**config.mk**
```make
export PLATFORM = sky130hd
export DESIGN_NAME = pdm_decimator
export DESIGN_NICKNAME = d
export VERILOG_FILES = /design/src/rtl/pdm_decimator.sv
export SDC_FILE = /design/constraint.sdc
export NUM_CORES = 1
export LEC_CHECK = 0
export ABC_AREA = 1
export CAP_MARGIN = 25
export CORE_MARGIN = 4
export CORE_UTILIZATION = 60
export CTS_BUF_LIST = sky130_fd_sc_hd__clkbuf_16
export DETAILED_ROUTE_END_ITERATION = 8
export MAX_ROUTING_LAYER = met4
export PLACE_DENSITY_LB_ADDON = 0.25
export SLEW_MARGIN = 20
export SYNTH_ARGS = -nofsm -noshare
export SYNTH_HDL_FRONTEND = slang
export SYNTH_SLANG_ARGS = --single-unit
```
**constraint.sdc**
```tcl
create_clock -name clk -period 3.48 [get_ports clk]
set_input_delay 0.696 -clock clk [delete_from_list [all_inputs] [get_ports clk]]
set_output_delay 0.696 -clock clk [all_outputs]
set_load 0.005 [all_outputs]
```
**src/rtl/pdm_decimator.sv**
```systemverilog
// 2nd-order CIC decimator (M=1) turning a 1-bit PDM stream into unsigned PCM samples with a valid/ready output register.
// Define PDM_DECIM_OVERRUN_EN to get a sticky overrun flag; otherwise overrun is tied low.
module pdm_decimator #(
   parameter int DECIM = 32,
   parameter int OUT_W = 5
) (
   input  logic             clk,
   input  logic             reset,
   input  logic             pdm_in,
   input  logic             pdm_en,
   output logic [OUT_W-1:0] sample_out,
   output logic             sample_valid,
   input  logic             sample_ready,
   output logic             overrun
);

   localparam int LG    = $clog2(DECIM);
   localparam int W     = 2 * LG + 1;
   localparam int SHIFT = 2 * LG - OUT_W;

   // Handshake: a sample is consumed on any cycle with sample_valid=1 and
   // sample_ready=1. sample_valid is purely registered, and a newly loaded
   // sample always wins over holding or clearing the current one.

   logic [LG-1:0]    phase;
   logic [W-1:0]     i1, i2, i1_next, i2_next;
   logic [W-1:0]     i2_cap, i2_prev, c1_prev;
   logic [W-1:0]     c1, c2, scaled;
   logic             cap_pend;
   logic [1:0]       trans_cnt;
   logic             load;
   logic [OUT_W-1:0] new_sample;

   assign i1_next = i1 + {{(W-1){1'b0}}, pdm_in};
   assign i2_next = i2 + i1_next;

   // Integrators run on enabled bits; the last bit of a window snapshots i2
   // so the comb stage can work on it during the following cycle.
   always_ff @(posedge clk or negedge reset) begin
      if (!reset) begin
         phase     <= '0;
         i1        <= '0;
         i2        <= '0;
         i2_cap    <= '0;
         cap_pend  <= 1'b0;
         i2_prev   <= '0;
         c1_prev   <= '0;
         trans_cnt <= '0;
      end else begin
         cap_pend <= 1'b0;
         if (pdm_en) begin
            i1    <= i1_next;
            i2    <= i2_next;
            phase <= phase + 1'b1;
            if (&phase) begin
               i2_cap   <= i2_next;
               cap_pend <= 1'b1;
            end
         end
         if (cap_pend) begin
            i2_prev <= i2_cap;
            c1_prev <= c1;
            if (trans_cnt != 2'd2) trans_cnt <= trans_cnt + 2'd1;
         end
      end
   end

   assign c1     = i2_cap - i2_prev;
   assign c2     = c1 - c1_prev;
   assign scaled = c2 >> SHIFT;

   always_comb begin
      new_sample = scaled[OUT_W-1:0];
      if (|scaled[W-1:OUT_W]) new_sample = '1;
   end

   // The first two comb outputs after reset are startup transients.
   assign load = cap_pend && (trans_cnt == 2'd2);

   always_ff @(posedge clk or negedge reset) begin
      if (!reset) begin
         sample_out   <= '0;
         sample_valid <= 1'b0;
      end else if (load) begin
         sample_out   <= new_sample;
         sample_valid <= 1'b1;
      end else if (sample_valid && sample_ready) begin
         sample_valid <= 1'b0;
      end
   end

`ifdef PDM_DECIM_OVERRUN_EN
   logic overrun_q;

   always_ff @(posedge clk or negedge reset) begin
      if (!reset)                                  overrun_q <= 1'b0;
      else if (load && sample_valid && !sample_ready) overrun_q <= 1'b1;
   end

   assign overrun = overrun_q;
`else
   assign overrun = 1'b0;
`endif

endmodule

```
==> summary.txt <==
Initial antenna violation count = 0
Count of antenna-violating nets left after detailed routing = 0
Top layer in use = met4
Fin nets = 607
Via Count = 3493
Final setup fails = 0
Vias in the first global route = 3580
Crit Path Category = register to register
GR Overflow Total = 0
Global-route wire length before repair = 15.3 mm
Crit path time final = 3190 ps
DPL Wire Length = 6.50 mm
Startpoint Class = register
Sum of buffers and inverters on the critical path = 2
Commonest non-fill, non-tap cells in the layout = nand2_1, inv_1, dfrtp_1
Mean Syn Cell Area = 7.84 um^2
Layout Skew = 4.92 ps
Worst-path clk slew = 60 ps
Core footprint = 6910 um^2
CP Data Required Time = 3700 ps
DRC viols = 0
Iter 0 DRT Violations = 162
Worst-margin pin slew = 863 ps
Syn-to-layout area delta = 10.3%
RSZ-0062 raised after global routing = false
CP max stage delay = 440 ps
Root Driver = clkbuf_16
# diodes = 0
Critical Path Sink Type = register
Synthesized cell area = 4340 um^2
Postcts setup bufs = 0
Max-cap violations = 0
GRT Total Usage = 22.7%
Clock buffer depth = 2
Critical path arrival = 3400 ps
Synthesized instance count = 554
DIE WIDTH = 93.1 um
Largest net degree at the start of global routing = 70
Htree depth = 3
Row count = 30
Top cell family by delay on the critical path = adder cells
Post-synthesis sequential area ratio = 39.8%
Final wirelength = 8.74 mm
Critical Path Source = i2_cap[0]
Placed Cells = 651
Synth cell types = 33
Yosys reg bits = 69
Mean number of vias per cell = 5.24
Slowest library cell on the worst path = fa_1
Outcome = finished clean
Non-Filler Instances = 667
Ports = 12
Leading cell type in the layout, fill and taps excluded = nand2_1
Tcrit/Tclk final = 91.6%
Die area = 8660 um^2
CTS Sinks = 69
Post-DP Area = 4520 um^2
CTS tree = done
Hold Startpoint = i2[0]
Critical path, cell by cell = inv_1 > ha_1 > fa_1 > nor2_1 > nor2_1 > o21ai_2 > a31oi_1 > xnor2_1 > ha_1 > inv_1 > nor3_1 > o21ai_0 > nand3_1 > xor2_1 > nand3_1 > nand2_1 > nand2_1
Final Max Tran Viols = 0
Util after Layout = 69.3%
Clk Latency, worst-skew pair = 330 ps
Pre-antenna DRT Iters = 4
Peak fanout along the critical path = 4
DR WL met2 = 4.56 mm
Ys Warns = 0
Hold-fix buffer count after cts = 0
PortBufs = 10
Reg2reg start = i2_cap[0]
Number of CTS-inserted buffers = 9
Fin. Hold Viols = 0
Post-Route M1 WL = 3.72 mm
Syn_nets = 595
DIE HEIGHT = 93.1 um
Initial Util = 62.9%
Wire per inst = 13.1 um
Fin area = 4790 um^2
CTS resizes = 0
Share of cells above drive strength 1 = 7.36%
Relative slew slack = 42.5%
Hold WC Path Type = register to register
Fmax = 314 MHz
Placer Congestion = 0.888
Wire length on met3 = 171 um
==> cell usage after synthesis <==
master / number / area share [%]
inv_2: 1 / 0.086
or2_2: 4 / 0.58
fa_1: 2 / 0.92
a21o_1: 1 / 0.17
nor2_2: 2 / 0.29
clkbuf_1: 8 / 0.69
nor3_1: 6 / 0.69
nand3b_4: 1 / 0.46
xnor2_1: 8 / 1.6
buf_4: 3 / 0.52
xor2_1: 23 / 4.6
o21ai_0: 47 / 5.4
o21a_1: 1 / 0.17
a21oi_1: 18 / 2.1
nor2_4: 1 / 0.26
nand3_1: 27 / 3.1
inv_1: 79 / 6.8
o21ai_1: 5 / 0.58
nand4_1: 6 / 0.86
nand3_2: 7 / 1.6
conb_1: 1 / 0.086
dfrtp_1: 69 / 40
ha_1: 34 / 9.8
nand4_4: 1 / 0.49
o21bai_1: 2 / 0.35
a31oi_1: 4 / 0.58
nand2_2: 2 / 0.29
nor3_4: 1 / 0.37
buf_2: 1 / 0.12
nand2_1: 166 / 14
nor2_1: 21 / 1.8
o21ai_2: 1 / 0.20
a31o_2: 1 / 0.20
==> area by class of cell <==
cell class	count	area [um^2]
clock buffers	9	225
fillers	581	2120
multi-input cells	393	2260
clock inverters	7	35.0
inverters	80	300
flip-flops and latches	69	1730
repair buffers	13	118
well taps	96	120
==> logic make-up (layout without fill, tap and decap cells) <==
family,Yosys count,count (layout),synth area share (%)
simple gates,245,245,25.2
flops,69,69,39.8
xor+xnor,31,31,6.25
fa+ha+maj,36,36,10.7
buf+inv,92,109,8.24
other cells,1,1,0.0864
compound gates,80,80,9.74
==> registers in the layout (all words and copies together) (netlist names) <==
signal / count
i1: 11
trans_cnt: 2
i2_cap: 11
sample_valid: 1
cap_pend: 1
sample_out: 5
i2: 11
phase: 5
i2_prev: 11
c1_prev: 11
==> final timing paths <==
kind                       slack [ps]            end  depth (start not counted)
max                               290  sample_out[4]                         17
min                               480          i2[0]                          2
max reg2reg                       290  sample_out[4]                         17
min reg2reg                       480          i2[0]                          2
max in group asynchronous        2350     i2_prev[7]                          2
min in group asynchronous         540          i2[0]                          2
==> worst reg2reg max path: stages (launching register included) <==
cell and delay (ps):
dfrtp_1 320, inv_1 70, ha_1 260, fa_1 440
nor2_1 130, nor2_1 80, o21ai_2 170, a31oi_1 130
xnor2_1 170, ha_1 350, inv_1 100, nor3_1 250
o21ai_0 130, nand3_1 110, xor2_1 160, nand3_1 100
nand2_1 60, nand2_1 40
==> layer usage <==
metal,global-route usage (%),vias to the layer above
met3,3.94,22
met5,-,-
met2,40.3,48
met4,11.1,0
met1,24.6,1631
li1,-,1792
==> stage by stage <==
| step | hold slack, ps | setup TNS, ps | setup WS (ps) |
|---|---|---|---|
| 3_5_place_dp | 469 | -328 | -174 |
| 4_1_cts | 484 | 0 | 160 |
| 5_1_grt | 513 | 0 | 27.7 |
| 3_3_place_gp | 459 | 0 | 98.9 |
| 6_report | 477 | 0 | 293 |
| 2_1_floorplan | 400 | 0 | 730 |
Power is not shown: default switching activity piles up to over one toggle a cycle in this logic, so the estimate is an artifact.
